[config.mk]
export PLATFORM = sky130hd
export DESIGN_NAME = multicore_mem_arbiter
export DESIGN_NICKNAME = d
export VERILOG_FILES = /design/src/rtl/multicore_mem_arbiter_pkg.sv /design/src/rtl/multicore_mem_arbiter_pick.sv /design/src/rtl/multicore_mem_arbiter.sv
export SDC_FILE = /design/constraint.sdc
export NUM_CORES = 1
export LEC_CHECK = 0
export CAP_MARGIN = 10
export CORE_MARGIN = 2
export CORE_UTILIZATION = 43
export DETAILED_ROUTE_END_ITERATION = 10
export HOLD_SLACK_MARGIN = 0.08
export PLACE_DENSITY_LB_ADDON = 0.25
export SYNTH_ARGS = -nofsm -noshare
export SYNTH_HDL_FRONTEND = slang
export SYNTH_SLANG_ARGS = --single-unit
[constraint.sdc]
create_clock -name MAIN_CLOCK -period 6.7 [get_ports MAIN_CLOCK]
set_clock_uncertainty 0.2 [all_clocks]
set_input_delay 1.34 -clock MAIN_CLOCK [delete_from_list [all_inputs] [get_ports MAIN_CLOCK]]
set_output_delay 1.34 -clock MAIN_CLOCK [all_outputs]
set_load 0.02 [all_outputs]
[src/rtl/multicore_mem_arbiter_pkg.sv]
// Shared types for the multicore memory arbiter.
// FSM encoding and the GRANT_ID width helper.
package multicore_mem_arbiter_pkg;

  typedef enum logic [1:0] {
    ST_IDLE,
    ST_ISSUE,
    ST_WAIT,
    ST_RESP
  } state_t;

  localparam int LAT_W = 2;

  function automatic int id_w(input int n);
    return (n < 2) ? 1 : $clog2(n);
  endfunction

endpackage

[src/rtl/multicore_mem_arbiter_pick.sv]
// Combinational round-robin picker: first eligible core
// searching upward from last_id+1, wrapping modulo N.
module rr_arbiter_pick
  import multicore_mem_arbiter_pkg::*;
#(
  parameter int N = 4
) (
  input  logic [N-1:0]        eligible,
  input  logic [id_w(N)-1:0]  last_id,
  output logic [N-1:0]        grant,
  output logic [id_w(N)-1:0]  grant_id
);

  localparam int IW = id_w(N);

  int   idx;
  logic found;

  always_comb begin
    grant    = '0;
    grant_id = last_id;
    found    = 1'b0;
    idx      = 0;
    for (int i = 1; i <= N; i++) begin
      idx = int'(last_id) + i;
      if (idx >= N) idx = idx - N;
      if (!found && eligible[idx]) begin
        found      = 1'b1;
        grant[idx] = 1'b1;
        grant_id   = IW'(idx);
      end
    end
  end

endmodule

[src/rtl/multicore_mem_arbiter.sv]
// Round-robin arbiter sharing one single-port data RAM
// among NUM_CORES cores, plus a sticky ALL_DONE barrier.
module multicore_mem_arbiter
  import multicore_mem_arbiter_pkg::*;
#(
  parameter int NUM_CORES  = 4,
  parameter int ADDR_W     = 16,
  parameter int DATA_W     = 16,
  parameter int RD_LATENCY = 1
) (
  input  logic                        MAIN_CLOCK,
  input  logic                        RESET,
  input  logic [NUM_CORES-1:0]        CORE_REQ,
  input  logic [NUM_CORES-1:0]        CORE_WE,
  input  logic [NUM_CORES*ADDR_W-1:0] CORE_ADDR,
  input  logic [NUM_CORES*DATA_W-1:0] CORE_WDATA,
  input  logic [NUM_CORES-1:0]        CORE_DONE,
  output logic [NUM_CORES-1:0]        CORE_ACK,
  output logic [DATA_W-1:0]           CORE_RDATA,
  output logic [ADDR_W-1:0]           RAM_ADDR,
  output logic                        RAM_WE,
  output logic [DATA_W-1:0]           RAM_WDATA,
  input  logic [DATA_W-1:0]           RAM_RDATA,
  output logic [id_w(NUM_CORES)-1:0]  GRANT_ID,
  output logic                        BUSY,
  output logic                        ALL_DONE
);

  localparam int ID_W = id_w(NUM_CORES);

  state_t               state_q, state_d;
  logic [LAT_W-1:0]     lat_q, lat_d;
  logic [NUM_CORES-1:0] mask_q, mask_d;
  logic [NUM_CORES-1:0] ack_d;
  logic [NUM_CORES-1:0] eligible;
  logic [NUM_CORES-1:0] pick_grant;
  logic [NUM_CORES-1:0] done_q;
  logic [ID_W-1:0]      pick_id, gid_d;
  logic [ADDR_W-1:0]    addr_d;
  logic [DATA_W-1:0]    wdata_d, rdata_d;
  logic                 we_d;

  // A just-acked core is masked for one IDLE cycle so a
  // lingering REQ does not replay the same transaction.
  assign eligible = CORE_REQ & ~mask_q;

  rr_arbiter_pick #(
    .N(NUM_CORES)
  ) u_pick (
    .eligible (eligible),
    .last_id  (GRANT_ID),
    .grant    (pick_grant),
    .grant_id (pick_id)
  );

  always_comb begin
    state_d = state_q;
    lat_d   = lat_q;
    mask_d  = '0;
    ack_d   = '0;
    gid_d   = GRANT_ID;
    addr_d  = RAM_ADDR;
    we_d    = RAM_WE;
    wdata_d = RAM_WDATA;
    rdata_d = CORE_RDATA;
    unique case (state_q)
      ST_IDLE: begin
        if (|eligible) begin
          state_d = ST_ISSUE;
          gid_d   = pick_id;
          we_d    = |(CORE_WE & pick_grant);
          addr_d  = CORE_ADDR[int'(pick_id)*ADDR_W +: ADDR_W];
          wdata_d = CORE_WDATA[int'(pick_id)*DATA_W +: DATA_W];
        end
      end
      ST_ISSUE: begin
        we_d = 1'b0;
        if (RAM_WE) begin
          state_d = ST_RESP;
        end else begin
          lat_d   = LAT_W'(RD_LATENCY - 1);
          state_d = ST_WAIT;
        end
      end
      ST_WAIT: begin
        if (lat_q == '0) begin
          rdata_d = RAM_RDATA;
          state_d = ST_RESP;
        end else begin
          lat_d = lat_q - 1'b1;
        end
      end
      ST_RESP: begin
        ack_d[GRANT_ID]  = 1'b1;
        mask_d[GRANT_ID] = 1'b1;
        state_d          = ST_IDLE;
      end
      default: state_d = ST_IDLE;
    endcase
  end

  always_ff @(posedge MAIN_CLOCK) begin
    if (RESET) begin
      state_q    <= ST_IDLE;
      lat_q      <= '0;
      mask_q     <= '0;
      CORE_ACK   <= '0;
      CORE_RDATA <= '0;
      RAM_ADDR   <= '0;
      RAM_WE     <= 1'b0;
      RAM_WDATA  <= '0;
      GRANT_ID   <= ID_W'(NUM_CORES - 1);
      BUSY       <= 1'b0;
      done_q     <= '0;
      ALL_DONE   <= 1'b0;
    end else begin
      state_q    <= state_d;
      lat_q      <= lat_d;
      mask_q     <= mask_d;
      CORE_ACK   <= ack_d;
      CORE_RDATA <= rdata_d;
      RAM_ADDR   <= addr_d;
      RAM_WE     <= we_d;
      RAM_WDATA  <= wdata_d;
      GRANT_ID   <= gid_d;
      BUSY       <= (state_d != ST_IDLE);
      done_q     <= done_q | CORE_DONE;
      ALL_DONE   <= &done_q;
    end
  end

endmodule

Yosys cells after proc, flatten, opt, wreduce, memory -nomap -nowiden
Cells that the tools add are included.
W data, S select, Z words.
{"block": "totals", "regBits": 65, "in_bits": 158, "wordCells": 120}
{"block": "op_classes", "add_sub_neg": 9, "magnitude_cmp": 14, "n_eq_ne": 6, "n_shift": 2, "n_mux": 46, "bitwise": 8, "n_reduce_logical": 24}
{"operator": "$ge A32 B1 Y1 const B", "n": 4}
{"operator": "$ge A32 B4 Y1 const B", "n": 4}
{"operator": "$lt A32 B4 Y1 const B", "n": 4}
{"operator": "$mux W32", "n": 4}
{"operator": "$shiftx A64 B7 Y16", "n": 2}
{"operator": "$sub A32 B4 Y32 const B", "n": 4}
{"operator": "$mux W1", "n": 18}
{"operator": "$mux W2", "n": 8}
{"operator": "$mux W4", "n": 4}
{"operator": "$or A4 B4 Y4", "n": 4}
{"operator": "$demux W1 S2", "n": 5}
{"operator": "$and A4 B4 Y4", "n": 2}
{"operator": "$bmux W1 S2", "n": 4}
{"operator": "$logic_and A1 B1 Y1", "n": 8}
{"operator": "$pmux W2 S4", "n": 1}
{"operator": "$reduce_or A4 Y1", "n": 2}
{"operator": "$add A2 B2 Y3 const B", "n": 2}
{"operator": "$ne A2 B2 Y1 const B", "n": 3}
{"operator": "$reduce_and A2 Y1", "n": 3}
{"operator": "$reduce_bool A2 Y1", "n": 3}
{"operator": "$add A2 B3 Y4 const B", "n": 1}
{"operator": "$eq A2 B2 Y1 const B", "n": 2}
{"operator": "$logic_not A2 Y1", "n": 2}
{"operator": "$not A4 Y4", "n": 1}
{"operator": "12 further kinds", "n": 14}

Depth between registers and ports, before layout
Gate-level depths: netlist (run 1).
{"block": "logic_depth", "ltp_word": 20, "mapped_depth": 11, "depth_no_buf": 8}

Modules after synthesis
Synthesis (run 1) repeated with hierarchy kept, for this count alone.
{"block": "unflattened", "cells_unflattened": 328, "hier_area_um2": 3584.7}
{"module": "multicore_mem_arbiter", "n_inst": 1, "cells_per_inst": 262, "area_per_inst_um2": 3110.5}
{"module": "rr_arbiter_pick", "n_inst": 1, "cells_per_inst": 66, "area_per_inst_um2": 474.2}

Worst setup path before layout (run 1)
OpenSTA, ideal clock, no wires.
{"block": "synth_path", "kind": "input to register", "from": "input CORE_REQ[1]", "to": "register RAM_ADDR[0]", "setup_time_ns": 0.157, "arrival_ns": 3.070, "required_time_ns": 6.343, "slack_ns": 3.273, "cell_stages": 8, "cell_sequence": "nor2b_1 > buf_6 > or3_1 > a221o_2 > clkbuf_1 > and3_1 > a211oi_1 > a2111oi_2"}
{"block": "synth_via", "elab_chain_cells": 15, "word_cells_on_any_way": 29}
{"item": "start: declaration", "line_no": "multicore_mem_arbiter.sv:13", "text": "input logic [NUM_CORES-1:0] CORE_REQ,"}
{"item": "$and A4 B4 Y4 *", "line_no": "multicore_mem_arbiter.sv:45", "text": "assign eligible = CORE_REQ & ~mask_q;"}
{"item": "$bmux W1 S2", "line_no": "multicore_mem_arbiter_pick.sv:27", "text": "if (!found && eligible[idx]) begin"}
{"item": "$mux W1 (not written as such) (2 in series)", "line_no": "multicore_mem_arbiter_pick.sv:27"}
{"item": "$mux W1", "line_no": "multicore_mem_arbiter_pick.sv:27"}
{"item": "$logic_not A1 Y1", "line_no": "multicore_mem_arbiter_pick.sv:27"}
{"item": "$logic_and A1 B1 Y1", "line_no": "multicore_mem_arbiter_pick.sv:27"}
{"item": "$mux W1", "line_no": "multicore_mem_arbiter_pick.sv:27"}
{"item": "$logic_not A1 Y1", "line_no": "multicore_mem_arbiter_pick.sv:27"}
{"item": "$logic_and A1 B1 Y1", "line_no": "multicore_mem_arbiter_pick.sv:27"}
{"item": "$mux W1", "line_no": "multicore_mem_arbiter_pick.sv:27"}
{"item": "$logic_not A1 Y1", "line_no": "multicore_mem_arbiter_pick.sv:27"}
{"item": "$logic_and A1 B1 Y1", "line_no": "multicore_mem_arbiter_pick.sv:27"}
{"item": "$mux W2", "line_no": "multicore_mem_arbiter_pick.sv:27"}
{"item": "$shiftx A64 B7 Y16", "line_no": "multicore_mem_arbiter.sv:72", "text": "addr_d = CORE_ADDR[int'(pick_id)*ADDR_W +: ADDR_W];"}
{"item": "end signal: assignment", "line_no": "multicore_mem_arbiter.sv:122", "text": "RAM_ADDR <= addr_d;"}
{"item": "end: declaration", "line_no": "multicore_mem_arbiter.sv:20", "text": "output logic [ADDR_W-1:0] RAM_ADDR,"}
Mark *: on every way between the ends. The rest lies on a longest branch, timed or not. The select of a mux whose other input is x is not followed.
A chain may end at the register's enable or synchronous reset.

Worst setup path in the final report (run 1)
{"block": "layout_path", "from": "input CORE_REQ[1]", "to": "register RAM_ADDR[14]"}
The elaborated chain is that of the path after synthesis.

==> flow_summary.json, run 1 <==
{
  "status": "complete, no violations",
  "gr-usage-all-layers_pct": 25.61,
  "yosysSeqAreaShare_pct": 32.39,
  "drc": 0,
  "grt_max_degree": 64,
  "start_util_pct": 43.90,
  "nNetsFinal": 809,
  "required_ns": 6.73,
  "whs_ns": 0.2598,
  "cts_setup_buffers": 0,
  "crit_path_start_kind": "input port",
  "setup-violations-final": 0,
  "use_met2_pct": 43.38,
  "clockBufferDepth": 2,
  "max_freq_mhz": 241.5,
  "num_vias": 4127,
  "min_period_over_period_pct": 61.82,
  "grt_use_met1_pct": 30.79,
  "whs_path_depth": 2,
  "drive_gt1_share_pct": 9.798,
  "synth.avg_cell_area_um2": 9.028,
  "holdCritPathClass": "flop to flop",
  "place.gp.congestion": 0.9313,
  "post-place-ws_ns": 2.235,
  "powerDensity_nw_per_um2": 381.1,
  "yosysWarningCount": 0,
  "layout_min_cycle_time_ns": 4.142,
  "fillers": 721,
  "coreArea_um2": 9153,
  "dp_hpwl_um": 9654,
  "hold_viol": 0,
  "area_delta_synth_final_pct": 57.86,
  "grt_pass1_vias": 4094,
  "numCtsBuffers": 9,
  "setup_ws_ns": 2.558,
  "grt_pass1_wl_um": 20530,
  "grt_setup_unrepaired": "no",
  "cp_max_fo": 63,
  "fin_tns_setup_ns": 0,
  "synth_fp_nets": 616,
  "max_cap_viol_count": 0,
  "antennaDiodeCount": 0,
  "via_per_inst": 5.473,
  "root_buffer": "clkbuf_8",
  "leakage_nw": 2.413,
  "routed_wirelength_um": 13450,
  "clkTransAtPathRegs_ns": 0.08,
  "synthDistinctLibCells": 48,
  "cts.repair.resized": 0,
  "netlist_area_um2": 4018,
  "reg2reg_depth": 7,
  "cts_sinks": 65,
  "fp.dieArea_um2": 10130,
  "cts_hold_buffers": 0,
  "htree_num_levels": 3,
  "dieHeight_um": 100.7,
  "first_iter_violations": 240,
  "final_antenna_net_count": 0,
  "io_pins": 215,
  "clk_latency_ns": 0.34,
  "syn_inst": 445,
  "max_slew_margin_pct": 31.30,
  "cts_tree": "built",
  "end_kind": "flop",
  "max_slew.worst_pin.slew_ns": 1.028,
  "irDropWorstVdd_mv": 0.3126,
  "arrival_ns": 4.17,
  "final_max_slew_viol_count": 0,
  "ys_seq_elements": 65,
  "grt_overflow": 0,
  "fin_util_pct": 69.30,
  "rows": 35,
  "firstDrtPassIters": 4,
  "busiest_layer": "met2",
  "critPathKind": "input port to flop",
  "gr-usage-met3_pct": 7.004,
  "antenna_found_initial": 0,
  "die_x_um": 100.7,
  "portBuffers": 214,
  "wire_per_inst_um": 17.84
}
-- area by class of cell --
class                   instances  area, µm²  share of cell area [%]
clock buffers                   9      123.9                   1.953
clock inverters                 7      83.83                   1.322
inverters                      11      41.29                  0.6510
multi-input cells             333       2486                   39.20
flip-flops and latches         65       1301                   20.52
well taps                     111      138.9                   2.190
repair buffers                218       2167                   34.17
-- flip-flops by register name, summed over array words and instances, names as in the netlist --
register    cells
RAM_WE          1
done_q          4
mask_q          4
ALL_DONE        1
RAM_ADDR       16
RAM_WDATA      16
state_q         2
CORE_RDATA     16
BUSY            1
lat_q           2
GRANT_ID        2
-- cell usage after synthesis (all sizes together) --
cell type  instances  area [µm²]
dfxtp             65        1301
nor2              53       198.9
nand2             44       181.4
a211oi            35       267.8
mux2i             35       350.3
a2111oi           33       489.2
and3              31       193.9
a21oi             22       110.1
clkbuf            20       76.32
buf               16       131.4
ha                13       162.7
a22oi             11       82.58
inv               11       41.29
nand3             10       50.05
nor2b              6       37.54
and2               5       31.28
nand2b             4       25.02
o21ai              4       20.02
a32o               3       30.03
a21boi             2       15.01
a21o               2       15.01
a311oi             2       35.04
mux4               2       45.04
o211ai             2       15.01
a221o              1       11.26
a22o               1       8.760
a31o               1       8.760
a41oi              1       8.760
nand4              1       6.260
nor3               1       5.000
nor4b              1       8.760
o2111a             1       11.26
o21bai             1       7.510
o22ai              1       6.260
o31a               1       8.760
or2                1       6.260
or2b               1       7.510
or3                1       6.260
-- cell families (layout without fill, tap and decap cells) --
family	after synthesis	after routing	synth area share [%]
simple gates	159	159	18.87
compound gates	124	124	28.65
buf+inv	47	245	6.197
mux	37	37	9.841
flops	65	65	32.39
fa+ha+maj	13	13	4.049
-- metal layers --
layer	up-vias	part of all wire [%]
li1	2048	-
met1	1878	40
met2	175	49
met3	26	8.5
met4	0	2.4
met5	-	0
-- final timing paths --
| kind | start | endpoint | slack [ns] |
|---|---|---|---|
| max | CORE_REQ[1] | RAM_ADDR[14] | 2.56 |
| min | done_q[1] | ALL_DONE | 0.26 |
| max reg2reg | GRANT_ID[0] | RAM_ADDR[14] | 2.57 |
| min reg2reg | done_q[1] | ALL_DONE | 0.26 |
-- critical path, cell delays in order --
cell	delay, ns
clkdlybuf4s50_1	0.48
nor2b_1	0.42
nand3_1	0.18
a221o_2	0.64
nand2_8	0.49
mux2i_1	0.17
a2111oi_2	0.40
-- cell usage in the layout (no fill, tap or decap), types with 2 or more instances in the layout --
master | synthesis | routed
a211oi_1 | 34 | 34
buf_4 | 1 | 4
clkbuf_8 | 0 | 9
nand3_1 | 10 | 10
mux4_2 | 2 | 2
a21oi_1 | 22 | 21
inv_2 | 2 | 2
a32o_1 | 3 | 3
nor2_1 | 53 | 53
o211ai_1 | 2 | 2
clkdlybuf4s50_1 | 0 | 213
dfxtp_1 | 65 | 65
ha_1 | 13 | 13
a2111oi_2 | 32 | 32
o21ai_0 | 4 | 4
a21o_1 | 2 | 2
and3_1 | 31 | 31
inv_6 | 0 | 3
nor2b_1 | 6 | 6
nand2_1 | 43 | 43
inv_1 | 9 | 9
mux2i_1 | 35 | 35
a22oi_1 | 11 | 11
a21boi_0 | 2 | 2
nand2b_1 | 4 | 4
and2_1 | 5 | 5
-- through the flow --
step	instances	cell area, µm²	power (mW)
floorplan	445	4018	1.589
global placement	738	6135	2.032
detailed placement	738	6135	2.068
CTS	754	6342	2.432
global route	754	6342	2.582
finish	754	6342	2.417
-- where the power goes --
group	internal [mW]	total, mW	switching, mW	leakage, nW
clock	0.179	0.358	0.179	0.103
sequential	0.504	0.590	0.0861	0.536
combinational	0.642	1.47	0.827	1.77
Power figures use the tool's default switching activity.
==> run 2, diff against run 1 <==
Settings changed: CORE_UTILIZATION 43 to 36.
Clock period 6.7 ns to 3.41 ns, I/O delays scaled along.
==> run 2 against run 1 <==
Compared with the run above:
- routed wire length is 8.1% higher
- die area is 19% higher
- non-clock buffer count is 17 higher
- critical endpoint is now RAM_WDATA[11]
==> flow_summary.json, run 2 (synthesis results as in run 1) <==
{
  "clkTransAtPathRegs_ns": 0.08,
  "final_max_slew_viol_count": 0,
  "antenna_found_initial": 0,
  "whs_path_depth": 2,
  "crit_path_start_kind": "flop",
  "grt_overflow": 0,
  "end_kind": "flop",
  "numCtsBuffers": 9,
  "fin_tns_setup_ns": 0,
  "root_buffer": "clkbuf_8",
  "rows": 38,
  "cts.repair.resized": 0,
  "path_cells": "inv_2 > ha_1 > or3_1 > a221o_2 > buf_4 > and3_1 > a211oi_1 > a2111oi_2",
  "p_total_mw": 4.999,
  "cts_setup_buffers": 0,
  "num_vias": 4314,
  "min_period_over_period_pct": 89.17,
  "required_ns": 3.43,
  "status": "complete, no violations",
  "irDropWorstVdd_mv": 0.3946,
  "cts_sinks": 65,
  "whs_ns": 0.2524,
  "routed_wirelength_um": 14550,
  "firstDrtPassIters": 4,
  "slowest_delay_ns": 0.46,
  "grt_max_degree": 33,
  "place.gp.congestion": 0.8685,
  "antennaDiodeCount": 0,
  "max_slew.worst_pin.slew_ns": 0.8501,
  "reg2reg_depth": 8,
  "fillers": 968,
  "htree_num_levels": 3,
  "start_util_pct": 36.90,
  "arrival_ns": 3.06,
  "max_cap_viol_count": 0,
  "dp_hpwl_um": 11090,
  "clk_latency_ns": 0.33,
  "leakage_nw": 2.524,
  "grt_pass1_vias": 4420,
  "final_antenna_net_count": 0,
  "postPlaceCellArea_um2": 6361,
  "powerDensity_nw_per_um2": 758.8,
  "drc": 0,
  "drive_gt1_share_pct": 12.12,
  "critPathBufInv": 2,
  "nNetsFinal": 826,
  "cts_hold_buffers": 0,
  "critPathKind": "flop to flop",
  "critical-path-slowest-cell": "a221o_2",
  "setup-violations-final": 0,
  "clockBufferDepth": 2,
  "dieHeight_um": 109.6,
  "fin_util_pct": 60.50,
  "cts_tree": "built",
  "layout_min_cycle_time_ns": 3.041,
  "via_per_inst": 5.393,
  "cpLargestDelayFamily": "compound AO/OA/AOI/OAI gates",
  "layout_commonest_cell": "clkdlybuf4s50_1",
  "die_x_um": 109.6,
  "cp_max_fo": 32,
  "coreArea_um2": 10890,
  "max_freq_mhz": 328.9,
  "grt_pass1_wl_um": 21740,
  "holdCritPathClass": "flop to flop",
  "design_area_um2": 6588,
  "area_delta_synth_final_pct": 63.97,
  "wire_per_inst_um": 18.19,
  "first_iter_violations": 331,
  "max_slew_margin_pct": 43.33,
  "portBuffers": 214,
  "io_pins": 215,
  "largestRegisters": "CORE_RDATA x16, RAM_ADDR x16, RAM_WDATA x16",
  "grt_setup_unrepaired": "no",
  "worstSetupPathDepth": 8,
  "final_cell_mix": "clkdlybuf4s50_1, dfxtp_1, nor2_1",
  "fp.dieArea_um2": 12020,
  "hold_viol": 0,
  "gr-usage-all-layers_pct": 23.10
}
-- run 2: cell types whose count changed in the layout (fill, tap and decap cells not counted) --
| cell | previous run | this run |
|---|---|---|
| buf_12 | 0 | 5 |
| buf_4 | 4 | 16 |
| bufinv_16 | 1 | 2 |
| clkinv_4 | 1 | 2 |
| inv_6 | 3 | 2 |
| inv_8 | 1 | 0 |
-- run 2: worst min-delay path, delay by kind of cell (launching register included) --
kind / cells / cell delay (ns)
AND/OR/NAND/NOR: 1 / 0.05
flip-flops: 1 / 0.31
AO/OA/AOI/OAI: 1 / 0.05
-- run 2: worst paths after layout --
kind              endpoint  slack, ns          start
max          RAM_WDATA[11]       0.37    GRANT_ID[1]
min          CORE_RDATA[3]       0.25  CORE_RDATA[3]
min reg2reg  CORE_RDATA[3]       0.25  CORE_RDATA[3]
max reg2reg  RAM_WDATA[11]       0.37    GRANT_ID[1]
-- run 2: layout make-up --
type	instances	area [µm²]	area share (%)
clock buffer	9	123.9	1.880
sequential	65	1301	19.75
tap	140	175.2	2.659
clock inverter	7	102.6	1.557
multi-input combinational	333	2486	37.74
timing repair buffer	235	2357	35.78
inverter	11	41.29	0.6268
-- run 2: where the power goes --
part           switching [mW]  internal, mW
registers               0.138         0.989
clock network           0.346         0.420
logic                    1.70          1.41
total                    2.18          2.82
-- run 2: per-stage QoR --
step           std cells  worst slack [ns]
3_5_place_dp         784           0.05139
4_1_cts              800            0.3710
5_1_grt              800            0.2040
2_1_floorplan        445            0.2343
6_report             800            0.3693
3_3_place_gp         784            0.1484
-- run 2: routing by layer --
layer  up-vias  share of wire [%]  track usage, %
li1       2085                  -               -
met2       173                 50           42.72
met3        30                9.0           7.410
met5         -                  0               0
met4         0                2.1           7.143
met1      2026                 39           24.85
==> run 3, diff against run 2 <==
Settings changed: CORE_UTILIZATION 36 to 43.
Clock period 3.41 ns to 3.5 ns, I/O delays scaled along.
==> run 3 against run 2 <==
Compared with the run above:
- design area decreased by 0.40%
- highest routed layer unchanged
- global-route usage increased by 3.9 points
- sequential cell count unchanged
- register-to-register slack improved by 0.25 ns
- combinational power decreased by 4%
- power decreased by 2.2%
- sequential share of layout area increased by 0.079 points
==> flow_summary.json, run 3 (synthesis results as in run 1) <==
{
  "cts_setup_buffers": 0,
  "reg2reg_slack_ns": 0.62,
  "final_antenna_net_count": 0,
  "place.gp.congestion": 0.8642,
  "coreArea_um2": 9153,
  "max_cap_viol_count": 0,
  "largestRegisters": "CORE_RDATA x16, RAM_ADDR x16, RAM_WDATA x16",
  "status": "complete, no violations",
  "critPathBufInv": 2,
  "setup-violations-final": 0,
  "io_pins": 215,
  "seqCellArea_um2": 1301,
  "cts_hold_buffers": 0,
  "fin_util_pct": 71.69,
  "htree_num_levels": 3,
  "leakage_nw": 2.536,
  "antenna_found_initial": 0,
  "fin_tns_setup_ns": 0,
  "clkTransAtPathRegs_ns": 0.08,
  "grt_overflow": 0,
  "irDropWorstVdd_mv": 0.5536,
  "critPathKind": "input port to flop",
  "grt_setup_unrepaired": "no",
  "grt_max_degree": 33,
  "hold_path_end": "CORE_RDATA[8]",
  "routed_wirelength_um": 14010,
  "cpLargestDelayFamily": "compound AO/OA/AOI/OAI gates",
  "slowest_delay_ns": 0.46,
  "whs_path_depth": 2,
  "fp.dieArea_um2": 10130,
  "hold_viol": 0,
  "arrival_ns": 3.03,
  "final_cell_mix": "clkdlybuf4s50_1, dfxtp_1, nor2_1",
  "clk_latency_ns": 0.33,
  "cts.repair.resized": 0,
  "final_max_slew_viol_count": 0,
  "firstDrtPassIters": 4,
  "gr-usage-all-layers_pct": 27.03,
  "min_period_over_period_pct": 85.89,
  "first_iter_violations": 147,
  "start_util_pct": 43.90,
  "max_slew.worst_pin.slew_ns": 0.6909,
  "postPlaceCellArea_um2": 6312,
  "num_vias": 4312,
  "multiInputGateArea_um2": 2486,
  "wire_per_inst_um": 18.16,
  "max_freq_mhz": 332.7,
  "via_per_inst": 5.593,
  "drive_gt1_share_pct": 12.12,
  "max_slew_margin_pct": 53.94,
  "critical-path-slowest-cell": "a221o_2",
  "area_delta_synth_final_pct": 63.31,
  "nNetsFinal": 826,
  "dp_hpwl_um": 10640,
  "reg2reg_depth": 8,
  "clockBufferDepth": 2,
  "antennaDiodeCount": 0,
  "min_from": "CORE_RDATA[8]",
  "root_buffer": "clkbuf_8",
  "path_cells": "clkdlybuf4s50_1 > nor2b_1 > or3_1 > a221o_2 > nand2_8 > buf_12 > mux2i_1 > a2111oi_2",
  "layout_min_cycle_time_ns": 3.006,
  "design_area_um2": 6561,
  "r2r_end": "RAM_ADDR[4]",
  "grt_pass1_wl_um": 21850,
  "cp_max_fo": 20,
  "dp.cells": 755,
  "p_total_mw": 4.888,
  "post-place-ws_ns": 0.1420,
  "setup_ws_ns": 0.4938,
  "layout_commonest_cell": "clkdlybuf4s50_1",
  "grt_pass1_vias": 4551,
  "whs_ns": 0.2538,
  "stdcell_count": 771,
  "crit_path_start_kind": "input port",
  "powerDensity_nw_per_um2": 745.0,
  "fillers": 700,
  "drc": 0,
  "cts_tree": "built",
  "numCtsBuffers": 9,
  "dieHeight_um": 100.7,
  "cts_sinks": 65,
  "required_ns": 3.53,
  "die_x_um": 100.7,
  "holdCritPathClass": "flop to flop",
  "rows": 35,
  "end_kind": "flop",
  "r2r_start": "GRANT_ID[1]",
  "portBuffers": 214
}
-- run 3: changes by cell type in the layout (fill, tap and decap cells not counted), sizes merged --
cell	previous run	this run
bufinv	2	3
clkinv	2	1
clkinvlp	1	0
inv	13	14
-- run 3: how the worst max path moves through the flow --
stage | startpoint | end | depth (start not counted)
CTS | CORE_REQ[1] | RAM_ADDR[4] | 8
finish | CORE_REQ[1] | RAM_ADDR[4] | 8
global placement | CORE_REQ[3] | RAM_WDATA[11] | 8
floorplan | GRANT_ID[0] | RAM_ADDR[13] | 10
detailed placement | CORE_REQ[1] | RAM_ADDR[4] | 8
global route | CORE_REQ[2] | RAM_WDATA[8] | 8
-- run 3: where the power goes --
part,switching [mW],total [mW],leakage (nW),internal (mW)
logic,1.62,2.98,1.87,1.36
clock network,0.331,0.814,0.125,0.482
registers,0.132,1.10,0.536,0.963
-- run 3: area by class of cell --
type | instances | share of cell area, %
clock buffers | 9 | 1.888
clock inverters | 7 | 1.907
inverters | 11 | 0.6293
multi-input cells | 333 | 37.89
flip-flops and latches | 65 | 19.83
well taps | 111 | 2.117
repair buffers | 235 | 35.74
-- run 3: metal layers --
layer	track usage, %	share of wire (%)	wire [µm]	vias to the layer above
met1	30.59	37	5249	2038
met3	7.628	9.2	1285	21
met2	48.46	51	7199	176
li1	-	-	-	2077
met5	0	0	0	-
met4	9.273	1.9	270	0
-- run 3: tightest hold or removal path, delay by kind of cell, from the launching register on --
kind | cells | cell delay, ns
flip-flops | 1 | 0.31
AND/OR/NAND/NOR | 1 | 0.05
AO/OA/AOI/OAI | 1 | 0.05
